[src/rtl/regfile_write_scheduler.sv]
// -----------------------------------------------------------------------------
// regfile_write_scheduler
//
// Shares the single write port of a 32x32 register file between two writeback
// sources: the ALU (port A) and the load unit (port B). It also keeps a 32-bit
// scoreboard of destination registers that still have a write outstanding, so
// the issue stage can reserve destinations and check its source operands.
//
// Build option:
//   REGFILE_SCHED_RR_EN  defined   -> round-robin arbitration when both ports
//                                     request in the same cycle
//                        undefined -> fixed priority, the load unit (B) wins
//
// Ports:
//   Clk, Reset                      clock, synchronous active-high reset
//   ReqValidA/B, ReqRegA/B,
//   ReqDataA/B                      writeback requests (ALU / load unit)
//   ReqReadyA/B                     grants; accept = valid & ready on an edge
//   ReserveValid, ReserveReg        issue-stage destination claim
//   ReserveReady                    claim can be taken this cycle
//   ReadRegister1/2                 source operands to check
//   Busy1/Busy2                     source operand has a write outstanding
//   WriteData, WriteRegister,
//   RegWrite                        register file write port
// -----------------------------------------------------------------------------
module regfile_write_scheduler (
  input  logic        Clk,
  input  logic        Reset,
  input  logic        ReqValidA,
  input  logic [4:0]  ReqRegA,
  input  logic [31:0] ReqDataA,
  output logic        ReqReadyA,
  input  logic        ReqValidB,
  input  logic [4:0]  ReqRegB,
  input  logic [31:0] ReqDataB,
  output logic        ReqReadyB,
  input  logic        ReserveValid,
  input  logic [4:0]  ReserveReg,
  output logic        ReserveReady,
  input  logic [4:0]  ReadRegister1,
  input  logic [4:0]  ReadRegister2,
  output logic        Busy1,
  output logic        Busy2,
  output logic [31:0] WriteData,
  output logic [4:0]  WriteRegister,
  output logic        RegWrite
);

  localparam int DATA_W = 32;
  localparam int ADDR_W = 5;
  localparam int NREGS  = 32;

  typedef enum logic {
    PORT_A = 1'b0,
    PORT_B = 1'b1
  } port_e;

  port_e              last_grant_q, last_grant_d;
  logic               reg_write_q,  reg_write_d;
  logic [ADDR_W-1:0]  write_reg_q,  write_reg_d;
  logic [DATA_W-1:0]  write_data_q, write_data_d;
  logic [NREGS-1:0]   busy_q,       busy_d;

  logic grant_a;
  logic grant_b;
  logic reserve_ready;

  // Arbitration: purely combinational from the two valids and LastGrant.
  always_comb begin
    grant_a = 1'b0;
    grant_b = 1'b0;
    if (!Reset) begin
      if (ReqValidA && ReqValidB) begin
`ifdef REGFILE_SCHED_RR_EN
        // The port that did not win last time goes now.
        if (last_grant_q == PORT_B) grant_a = 1'b1;
        else                        grant_b = 1'b1;
`else
        grant_b = 1'b1;
`endif
      end else begin
        grant_a = ReqValidA;
        grant_b = ReqValidB;
      end
    end
  end

  // Bit 0 of the scoreboard is always clear, so register 0 is always claimable.
  assign reserve_ready = !Reset && !busy_q[ReserveReg];

  assign ReqReadyA     = grant_a;
  assign ReqReadyB     = grant_b;
  assign ReserveReady  = reserve_ready;
  assign Busy1         = busy_q[ReadRegister1];
  assign Busy2         = busy_q[ReadRegister2];
  assign WriteData     = write_data_q;
  assign WriteRegister = write_reg_q;
  assign RegWrite      = reg_write_q;

  // Next state for the output stage and the scoreboard.
  always_comb begin
    last_grant_d = last_grant_q;
    reg_write_d  = 1'b0;
    write_reg_d  = write_reg_q;
    write_data_d = write_data_q;
    busy_d       = busy_q;

    if (grant_a) begin
      write_reg_d  = ReqRegA;
      write_data_d = ReqDataA;
      reg_write_d  = (ReqRegA != '0);
      last_grant_d = PORT_A;
    end else if (grant_b) begin
      write_reg_d  = ReqRegB;
      write_data_d = ReqDataB;
      reg_write_d  = (ReqRegB != '0);
      last_grant_d = PORT_B;
    end

    // Commit clears first so that a reservation on the same edge wins.
    if (reg_write_q) busy_d[write_reg_q] = 1'b0;
    if (ReserveValid && reserve_ready && (ReserveReg != '0))
      busy_d[ReserveReg] = 1'b1;
    busy_d[0] = 1'b0;
  end

  always_ff @(posedge Clk) begin
    if (Reset) begin
      last_grant_q <= PORT_B;
      reg_write_q  <= 1'b0;
      write_reg_q  <= '0;
      write_data_q <= '0;
      busy_q       <= '0;
    end else begin
      last_grant_q <= last_grant_d;
      reg_write_q  <= reg_write_d;
      write_reg_q  <= write_reg_d;
      write_data_q <= write_data_d;
      busy_q       <= busy_d;
    end
  end

endmodule

[config.mk]
export PLATFORM = sky130hd
export DESIGN_NAME = regfile_write_scheduler
export DESIGN_NICKNAME = d
export VERILOG_FILES = /design/src/rtl/regfile_write_scheduler.sv
export SDC_FILE = /design/constraint.sdc
export NUM_CORES = 1
export LEC_CHECK = 0
export ABC_CLOCK_PERIOD_IN_PS = 3900
export CAP_MARGIN = 30
export CELL_PAD_IN_SITES_DETAIL_PLACEMENT = 1
export CELL_PAD_IN_SITES_GLOBAL_PLACEMENT = 1
export CORE_ASPECT_RATIO = 0.9
export CORE_MARGIN = 1.5
export CORE_UTILIZATION = 34
export DETAILED_ROUTE_END_ITERATION = 10
export GPL_TIMING_DRIVEN = 0
export PLACE_DENSITY_LB_ADDON = 0.05
export SLEW_MARGIN = 20
export SYNTH_ARGS = -nofsm -noshare
export SYNTH_HDL_FRONTEND = slang
export SYNTH_SLANG_ARGS = --single-unit
[constraint.sdc]
create_clock -name Clk -period 3.9 [get_ports Clk]
set_input_delay 0.975 -clock Clk [delete_from_list [all_inputs] [get_ports Clk]]
set_output_delay 0.975 -clock Clk [all_outputs]
set_load 0.005 [all_outputs]
* Word-level counts from Yosys, hierarchy flattened
Index checks and enable logic that the tools add are counted.
** Operators by class
- Magnitude comparators :: 6
- Mux-type cells :: 22
- Bitwise operators :: 3
- Reductions and logical operators :: 12
** Operators by type and width (count)
- $mux 32 :: 4
- $and 32x32->32 :: 1
- $not 32->32 :: 1
- $or 32x32->32 :: 1
- $lt 5x6->1 const B :: 4
- $bmux 1 s5 :: 3
- $reduce_bool 5->1 :: 3
- $mux 1 :: 11
- $demux 1 s5 :: 2
- $ge 5x1->1 const B :: 2
- $mux 5 :: 2
- $logic_and 1x1->1 :: 6
- $logic_not 1->1 :: 2
- $reduce_bool 2->1 :: 1
** Word-level totals
- Register bits :: 70
- Bits of input ports :: 94
- Logic and storage cells :: 48

* Longest topological paths before layout
Gate-level depths: netlist of run 1.
- Word-level depth :: 9
- Gate-level depth with buffers :: 7
- Depth with buffers taken out :: 5

* Least setup slack after synthesis of run 1
Ideal clock, no wire load.
- Kind :: input -> output
- Start :: input ReadRegister1[1]
- End :: output Busy1
- Data arrival time :: 2.448 ns
- Required time :: 2.925 ns
- Setup slack :: 0.477 ns
- Cell stages on the path :: 6
- Path buffers :: 1
- Cell sequence :: clkbuf_1 > mux2_2 > nand2_1 > o21ai_0 > mux4_2 > mux2_2
** Between the ends
- Cells in the longest elaborated chain, start to end :: 2
** RTL lines
- start: declaration :: RTL line 40 : input logic [4:0] ReadRegister1,
- $bmux 1 s5 :: RTL line 94 : assign Busy1 = busy_q[ReadRegister1];
- $mux 1 (implied by the code) :: RTL line 94
- end: declaration :: RTL line 42 : output logic Busy1,
No other way between the ends. The select of a mux whose other input is x is not followed.

* Worst setup path in the final report of run 1
- Start :: input ReadRegister2[0]
- End :: output Busy2
** Between the ends
- Cells in the longest elaborated chain, start to end :: 2
** RTL lines
- start: declaration :: RTL line 41 : input logic [4:0] ReadRegister2,
- $bmux 1 s5 :: RTL line 95 : assign Busy2 = busy_q[ReadRegister2];
- $mux 1 (implied by the code) :: RTL line 95
- end: declaration :: RTL line 43 : output logic Busy2,
No other way between the ends. The select of a mux whose other input is x is not followed.

==> results.md, run 1 <==
* CTS tree: built
* Grt ovf at 0
* Sw Pwr at 515 uW
* # rows at 38
* Worst-path cell chain: buf_6 > mux4_2 > mux4_2 > mux2_2 > clkdlybuf4s50_1
* Reg-to-reg endpoint: busy_q[9]
* Largest net degree at the start of global routing at 14
* Starting DRT DRC Count at 178
* Layout cells sized above 1 at 15.7%
* Status: completed
* Register-to-register path setup slack at 1.98 ns
* DRT Wirelength at 14,900 um
* Die footprint at 13,000 sq um
* Yosys reg bits at 69
* Total of max-cap violations at 0
* Sequential Power Share at 38.4%
* Critical Path RT at 2.92 ns
* Crit. End Element: output pin
* Detail Route Antenna Nets at 0
* Clk_lat worst skew at 0.34 ns
* Drt via density at 5.36
* DR WL/cell at 19.4 um
* Drt pass-1 iters at 4
* CTS Buf Count at 9
* Setup Skew at 0.00731 ns
* Core area at 12,000 sq um
* GRT Overall Usage at 23.2%
* # IOs at 137
* Leakage power at 0.00223 uW
* Diode count at 0
* Hold Crit Start: busy_q[16]
* Synth cell types at 44
* DRC at 0
* Commonest non-fill, non-tap cell in the layout: clkdlybuf4s50_1
* Non-Filler Instances at 767
* Worst-case reg-to-reg path depth at 5
* Startpoint types: input pin
* Switching Fraction at 26.4%
* RSZ-0062 raised after global routing: false
* Slew Limit Headroom at 43.6%
* Critical Path AT at 2.86 ns
* Clock Sinks at 69
* Post-Syn Nets at 548
* Slew @ Worst Pin at 0.846 ns
* Clock Path Buffers at 2
* Clock share of power at 42.3%
* Post-synth EDFFs at 0
* Die height at 108 um
* CP max FO at 9
* Hold Path Class: flop to flop
* Syn_area_per_cell at 9.21 sq um
* H-tree levels at 3
* Final Critical Period at 3.84 ns
* Port bufs at 128
* Setup ws final at 0.0637 ns
* Die Width at 120 um
* Slowest stage delay, CP at 0.56 ns
* Most frequent cells in the layout: 125 x clkdlybuf4s50_1, 78 x nor2_1, 69 x dfxtp_1, 45 x mux2i_1, 37 x a21oi_1
* Cells after Synth at 454
* Hold path depth at 2
* Clk root buf: clkbuf_16
* Post-Place Cells at 742
* Sequential element share of the synthesized area at 33.0%
* Post-Syn Area at 4180 sq um
* P&R area growth vs syn at 45.5%
* Ratio of total power to cell area at 321 nW/um^2
* Pint at 1440 uW
* Final Hold Vio Count at 0
* First-pass GRT wire length at 22,800 um
* Maximum VDD drop at 0.000160 V
* Register area at 1380 sq um
* Tcrit/Tclk final at 98.4%
* Synth warn at 0
* Setup WS pre-CTS at -0.416 ns
* Hold Path Sink: busy_q[16]
* Final TNS setup at 0 ns
* Gate power share at 19.3%
* Final Net Count at 696
* GPL Wtd Cong at 0.805
* Final HPWL DP at 11,200 um
* Initial Util at 34.8%
* Ys async rst share at 0%
* Via count at 4,109
* Hold Slack at 0.516 ns
* Critical path class: input pin to output pin
* Final setup fails at 0
* # fillers at 1,395
* Multi-input logic area at 2650 sq um
* Most used cell, CP: mux4_2
* Slew Viols, Final at 0
* Max stage delay cell, worst path: mux4_2
* Antenna violations before repair at 0
* R2R Path Start: busy_q[15]
* Prevailing post-synth register cell: dfxtp_1
* Vias in the first global route at 4,191
* Max Fclk at 0.261 GHz
* Register clock-pin slew on the reported worst setup and hold paths at 0.06 ns
critical path, delay by kind of cell:
kind | cells | cell delay (ns)
mux | 3 | 1.31
buf+inv | 2 | 0.58
per-stage QoR:
stage	util, %	power, uW	instance area, sq um
6_report	50.6	1950	6080
2_1_floorplan	-	933	4180
4_1_cts	50.2	1970	6040
3_3_place_gp	47.1	1120	5660
3_5_place_dp	47.1	1130	5660
5_1_grt	50.6	2030	6080
worst max path at each step:
stage | slack [ns] | end | from
3_5_place_dp | -0.42 | ReserveReady | ReserveReg[0]
2_1_floorplan | 0.48 | Busy1 | ReadRegister1[1]
5_1_grt | 0.003 | Busy2 | ReadRegister2[1]
6_report | 0.06 | Busy2 | ReadRegister2[0]
4_1_cts | -0.07 | ReserveReady | ReserveReg[3]
3_3_place_gp | -0.37 | ReserveReady | ReserveReg[0]
routing by layer:
| metal | vias to the layer above | GRT usage [%] | wire length, um |
|---|---|---|---|
| met5 | - | 0 | 0 |
| met4 | 0 | 6.97 | 146 |
| met2 | 110 | 38.6 | 7240 |
| met3 | 10 | 4.17 | 756 |
| li1 | 1924 | - | - |
| met1 | 2065 | 30.8 | 6730 |
final cells by class:
cell class,count,area share (%)
repair buffers,137,22.2
clock inverters,7,1.25
clock buffers,9,3.70
plain buffers,33,3.27
multi-input cells,352,43.6
well taps,160,3.29
flip-flops and latches,69,22.7
cells in the mapped netlist (all sizes together) (5+ instances only):
library cell / number / area share [%]
and2b: 6 / 1.3
nand3b: 22 / 4.0
mux2: 5 / 1.4
o21ai: 51 / 6.1
a21oi: 38 / 4.6
nor2: 78 / 7.0
nand3: 6 / 0.72
mux4: 21 / 11
buf: 13 / 1.7
clkbuf: 19 / 2.2
nor2b: 16 / 2.6
mux2i: 45 / 11
nand2: 30 / 2.7
nor3b: 6 / 1.1
dfxtp: 69 / 33
registers in the layout, indices dropped and copies added (netlist names):
name           cells
RegWrite           1
WriteData         32
busy_q            31
WriteRegister      5
power groups by stage:
stage               sequential [uW]  combinational, uW  clock, uW
floorplan                       765                168          0
global placement                764                359          0
detailed placement              766                368          0
CTS                             750                376        841
global route                    752                407        871
finish                          750                377        827
cell families (layout without fill, tap and decap cells):
| kind of cell | Yosys count | after routing | share of synthesized area, % |
|---|---|---|---|
| buffers and inverters | 33 | 186 | 4.13 |
| AOI/OAI and AO/OA | 96 | 96 | 13.3 |
| DFF | 69 | 69 | 33.0 |
| muxes | 71 | 71 | 23.5 |
| and+or+nand+nor | 185 | 185 | 26.0 |
timing repair:
| action | 4_1_cts | 5_1_grt |
|---|---|---|
| buffers inserted | 7 | 2 |
| pin swaps | 4 | 1 |
| cloned | 0 | 0 |
| resized for setup | 12 | 9 |
| hold buffers | 0 | 0 |
| setup endpoints to repair | 3 | 3 |
No activity file was read; power rests on OpenSTA's default activity.
==> run 2: changes to the inputs <==
--- a/config.mk
+++ b/config.mk
@@ -13,6 +13,7 @@
 export CORE_MARGIN = 1.5
 export CORE_UTILIZATION = 34
 export DETAILED_ROUTE_END_ITERATION = 10
+export GPL_ROUTABILITY_DRIVEN = 0
 export GPL_TIMING_DRIVEN = 0
 export PLACE_DENSITY_LB_ADDON = 0.05
 export SLEW_MARGIN = 20
==> results of run 2 <==
Same layout as run 1: the final DEF is identical, and so are final timing and power.
